===== src/rtl/ripple_count_monitor.sv =====
// ripple_count_monitor
//   Synchronous observer for a free-running asynchronous up/down ripple
//   counter. The raw counter outputs are double-flopped, filtered so that
//   inter-stage ripple transients are never accepted, and each settled value
//   is decoded into a single-cycle step / wrap / error event plus a signed
//   net-position accumulator.
//
// Ports
//   clk        in   sole clock, rising edge
//   rst_n      in   synchronous active-low reset
//   cnt_in     in   raw counter outputs, asynchronous to clk
//   clr        in   synchronous clear of pos and err_cnt
//   value      out  last accepted counter value
//   ref_valid  out  high once a first value has been accepted
//   step_valid out  one-cycle pulse per legal +/-1 step
//   dir        out  direction of last legal step (1 = up), held between steps
//   wrap       out  one-cycle pulse with step_valid on a modular wrap
//   err        out  one-cycle pulse on an illegal jump
//   pos        out  signed net step count (wraps, no saturation)
//   err_cnt    out  count of err pulses, saturating at 255
module ripple_count_monitor #(
  parameter int WIDTH         = 3,
  parameter int STABLE_CYCLES = 2,
  parameter int POS_W         = 8
) (
  input  logic                    clk,
  input  logic                    rst_n,
  input  logic [WIDTH-1:0]        cnt_in,
  input  logic                    clr,
  output logic [WIDTH-1:0]        value,
  output logic                    ref_valid,
  output logic                    step_valid,
  output logic                    dir,
  output logic                    wrap,
  output logic                    err,
  output logic signed [POS_W-1:0] pos,
  output logic [7:0]              err_cnt
);

  localparam int SW = (STABLE_CYCLES < 2) ? 1 : $clog2(STABLE_CYCLES + 1);
  localparam logic [SW-1:0]    STAB_MAX = SW'(STABLE_CYCLES);
  localparam logic [WIDTH-1:0] ONE      = WIDTH'(1);
  localparam logic [WIDTH-1:0] ALL_ONES = '1;

  localparam logic [0:0] ST_INIT  = 1'b0;
  localparam logic [0:0] ST_TRACK = 1'b1;

  logic [WIDTH-1:0] s1_q, s2_q;
  logic [WIDTH-1:0] cand_q, cand_d;
  logic [SW-1:0]    stab_q, stab_d;
  logic [0:0]       state_q, state_d;
  logic [WIDTH-1:0] value_q, value_d;
  logic             ref_q, ref_d;
  logic             step_q, step_d;
  logic             dir_q, dir_d;
  logic             wrap_q, wrap_d;
  logic             err_q, err_d;
  logic [POS_W-1:0] pos_q, pos_d;
  logic [7:0]       errc_q, errc_d;

  logic             accept;
  logic [WIDTH-1:0] delta;

  always_comb begin
    cand_d  = cand_q;
    stab_d  = stab_q;
    state_d = state_q;
    value_d = value_q;
    ref_d   = ref_q;
    step_d  = 1'b0;
    dir_d   = dir_q;
    wrap_d  = 1'b0;
    err_d   = 1'b0;
    pos_d   = pos_q;
    errc_d  = errc_q;

    // Stability filter: any change restarts the run length at 1.
    if (s2_q != cand_q) begin
      cand_d = s2_q;
      stab_d = SW'(1);
    end else if (stab_q != STAB_MAX) begin
      stab_d = stab_q + SW'(1);
    end

    // Once accepted, cand == value keeps the saturated filter from
    // re-accepting the same value every cycle (except in INIT).
    accept = (stab_q == STAB_MAX) && (s2_q == cand_q) &&
             ((cand_q != value_q) || (state_q == ST_INIT));
    delta  = cand_q - value_q;

    if (accept) begin
      value_d = cand_q;
      if (state_q == ST_INIT) begin
        ref_d   = 1'b1;
        state_d = ST_TRACK;
      end else if (delta == ONE) begin
        step_d = 1'b1;
        dir_d  = 1'b1;
        wrap_d = (cand_q == '0);
        pos_d  = pos_q + POS_W'(1);
      end else if (delta == ALL_ONES) begin
        step_d = 1'b1;
        dir_d  = 1'b0;
        wrap_d = (cand_q == ALL_ONES);
        pos_d  = pos_q - POS_W'(1);
      end else begin
        err_d = 1'b1;
        if (errc_q != 8'hFF) errc_d = errc_q + 8'd1;
      end
    end

    // Clear overrides the accumulators only; event pulses still fire.
    if (clr) begin
      pos_d  = '0;
      errc_d = '0;
    end
  end

  always_ff @(posedge clk) begin
    if (!rst_n) begin
      s1_q    <= '0;
      s2_q    <= '0;
      cand_q  <= '0;
      stab_q  <= '0;
      state_q <= ST_INIT;
      value_q <= '0;
      ref_q   <= 1'b0;
      step_q  <= 1'b0;
      dir_q   <= 1'b0;
      wrap_q  <= 1'b0;
      err_q   <= 1'b0;
      pos_q   <= '0;
      errc_q  <= '0;
    end else begin
      s1_q    <= cnt_in;
      s2_q    <= s1_q;
      cand_q  <= cand_d;
      stab_q  <= stab_d;
      state_q <= state_d;
      value_q <= value_d;
      ref_q   <= ref_d;
      step_q  <= step_d;
      dir_q   <= dir_d;
      wrap_q  <= wrap_d;
      err_q   <= err_d;
      pos_q   <= pos_d;
      errc_q  <= errc_d;
    end
  end

  assign value      = value_q;
  assign ref_valid  = ref_q;
  assign step_valid = step_q;
  assign dir        = dir_q;
  assign wrap       = wrap_q;
  assign err        = err_q;
  assign pos        = pos_q;
  assign err_cnt    = errc_q;

endmodule

===== config.mk =====
export PLATFORM = sky130hd
export DESIGN_NAME = ripple_count_monitor
export DESIGN_NICKNAME = d
export VERILOG_FILES = /design/src/rtl/ripple_count_monitor.sv
export SDC_FILE = /design/constraint.sdc
export NUM_CORES = 1
export LEC_CHECK = 0
export ABC_AREA = 1
export CAP_MARGIN = 20
export CORE_ASPECT_RATIO = 0.8
export CORE_MARGIN = 5
export CORE_UTILIZATION = 40
export CTS_CLUSTER_DIAMETER = 100
export DETAILED_ROUTE_END_ITERATION = 7
export HOLD_SLACK_MARGIN = 0.03
export PLACE_DENSITY_LB_ADDON = 0.08
export RECOVER_POWER = 25
export REMOVE_ABC_BUFFERS = 1
export SLEW_MARGIN = 40
export SYNTH_ARGS = -nofsm -noshare
export SYNTH_HDL_FRONTEND = slang
export SYNTH_SLANG_ARGS = --single-unit

===== constraint.sdc =====
create_clock -name clk -period 5.2 [get_ports clk]
set_clock_uncertainty 0.15 [all_clocks]
set_input_delay 0.52 -clock clk [delete_from_list [all_inputs] [get_ports clk]]
set_output_delay 0.52 -clock clk [all_outputs]
set_load 0.01 [all_outputs]

==> results.yml <==
floorplanning:
  ios: 30
  die_y_um: 72.5
  start_util_pct: 42.0
  dieArea_sq_mm: 0.00639
  core_sq_mm: 0.00465
  row_count: 22
  dieWidth_um: 88.1
synth:
  syn_area_sq_mm: 0.00195
  synth_seq_cells: 36
  synth_edf_count: 0
  yosys.area.top_type: "dfxtp_1"
  yosysMostFrequentCell: "nand2_1"
  synth_top_area_share_pct: 36.9
  synth_commonest_cells: "nand2_1, inv_1, nor2_1"
  synthArstFlopShare_pct: 0
  synth_area_leaders: "dfxtp_1, nand2_1, inv_1"
  synth_cell_types: 33
  yosysSeqAreaShare_pct: 36.9
  syn_area_per_cell_sq_um: 7.21
  yosysWarnings: 0
  synthesis.instances: 271
  synth_flop_cell: "dfxtp_1"
cts:
  clockBufferDepth: 2
  cts_buffers: 5
  tritoncts: "built"
  clk_latency_ps: 280
  cts.sinks: 36
  cts_hold_buf: 0
  cts_resized: 0
  h-tree-depth: 2
  clockRootBuffer: "clkbuf_8"
  post_cts_buffers: 0
  clk_pin_slew_ps: 80
global_routing:
  grt_overflow_total: 0
  antenna_found_initial: 0
  first_global_vias: 1522
  grt_max_degree: 20
  grt_first_pass_wirelength_mm: 6.82
  gr-usage-all-layers_pct: 13.4
drt:
  ant_nets: 0
  highest_layer: "met4"
  vias: 1685
  routedWlPerCell_um: 10.9
  post-route-drc-count: 0
  route.met3.wl_um: 171
  wl_met2_mm: 1.65
  routed_via_density: 4.63
  drt-pass1-iter-count: 4
  drt-met1-wl_mm: 2.13
  drt_iter0_markers: 47
  wl_mm: 3.97
final_layout:
  multi_input_area_sq_mm: 0.00103
  nets: 321
  n_fill_cell: 480
  drive_gt1_share_pct: 8.88
  post-route-util_pct: 52.7
  finish.instance_area_sq_mm: 0.00245
  stdcell_count: 364
  syn2layout_area_growth_pct: 25.4
  regArea_sq_um: 721
  insertedDiodeCount: 0
job:
  drv_cap: 0
timing:
  timing.final.crit_share_pct: 56.0
  finalCriticalPeriod_ps: 2910
  maxSlewHeadroom_pct: 56.4
  rsz0062_at_grt: "false"
  fin_hold_ws_ps: 266
  maxSlewViolCount: 0
  final-setup-viol-count: 0
  worstMarginPinSlew_ps: 652
  fmax_mhz: 343
  hold_viol: 0
  worst_slack_ps: 2290
  setup_tns_ps: 0
worst_setup_path:
  critPathCaptureType: "register"
  cp_max_fo: 10
  crit_path_start_kind: "register"
  worstPathRequired_ps: 5240
  worstSetupPathType: "reg -> reg"
  crit_arrival_ps: 2950
placed_design:
  placed_cells: 356
  hpwl_mm: 2.85
  dpl_cell_area_sq_mm: 0.00229
  portBuffers: 29
  place_ws_ps: 2270
  gp_congestion: 0.816
power:
  power_mw: 0.701
  power_frac_comb_pct: 9.5
  peakVddDrop_v: 0.000170
  p_seq_share_pct: 41.0
  swShare_pct: 21.7
  power.internal_mw: 0.548
  p_leak_nw: 1.14
  power-per-cell-area_mw_per_mm2: 286
  pwr-share-clk_pct: 49.6
  p_switching_mw: 0.152
worst_hold_path:
  worstHoldPathType: "reg -> reg"
run_status:
  status: "completed"
==> power by group through the flow <==
stage          logic, mW  clock network [mW]  registers (mW)
2_1_floorplan     0.0465                   0           0.294
3_3_place_gp      0.0652                   0           0.294
3_5_place_dp      0.0663                   0           0.294
4_1_cts           0.0670               0.353           0.287
5_1_grt           0.0763               0.365           0.288
6_report          0.0662               0.347           0.287
==> cell families after synthesis <==
logic type / Yosys count / synth area share, %
xor+xnor: 7 / 3.52
fa+ha+maj: 12 / 8.46
compound gates: 24 / 6.53
buf+inv: 50 / 10.4
flops: 36 / 36.9
simple gates: 142 / 34.1
==> cell type report <==
cell class	count	share of cell area, %
Timing Repair Buffer	30	12.2
Clock inverter	3	3.68
Sequential cell	36	29.4
Clock buffer	5	2.81
Inverter	45	6.89
Tap cell	60	3.06
Multi-Input combinational cell	185	42.0
==> worst max-delay path: stages (launching register included) <==
cell,delay (ps)
dfxtp_1,360
inv_2,60
ha_1,180
fa_1,500
inv_1,40
nor2_1,140
nand2_2,180
ha_1,380
a21oi_1,160
nand2_1,110
nand2_1,70
nand2_1,60
nand2_1,60
inv_1,40
nor2_1,110
nand3_1,90
nand2_1,80
nor2_1,30
==> layout by cell type (no fill, tap or decap), types with 2 or more instances in the layout <==
| cell type | n |
|---|---|
| fa_1 | 2 |
| xor2_1 | 5 |
| o21ai_1 | 3 |
| inv_1 | 41 |
| nand4_1 | 7 |
| a21oi_1 | 11 |
| nand2_2 | 6 |
| inv_2 | 4 |
| nand2_1 | 60 |
| clkdlybuf4s50_1 | 27 |
| dfxtp_1 | 36 |
| o21ai_0 | 7 |
| nand3_1 | 18 |
| nor2_1 | 41 |
| dlygate4sd3_1 | 2 |
| ha_1 | 10 |
| bufinv_16 | 3 |
| clkbuf_8 | 5 |
==> final timing paths <==
kind	startpoint	end	slack [ps]	cells past startpoint
worst max-delay path	cand_q[0]	pos[7]	2290	17
worst min-delay path	s1_q[2]	s2_q[2]	270	2
worst max register to register	cand_q[0]	pos[7]	2290	17
worst min register to register	s1_q[2]	s2_q[2]	270	2
==> per-layer routing <==
metal | up-vias | track usage (%)
met1 | 744 | 18.4
met2 | 27 | 21.0
met3 | 2 | 3.63
met5 | - | 0
met4 | 0 | 3.02
li1 | 912 | -
==> registers in the layout (all words and copies together) (netlist names) <==
name	count
cand_q	3
dir	1
err	1
err_cnt	8
pos	8
ref_valid	1
s1_q	3
s2_q	3
stab_q	2
state_q	1
step_valid	1
value	3
wrap	1
Power figures use the tool's default switching activity.
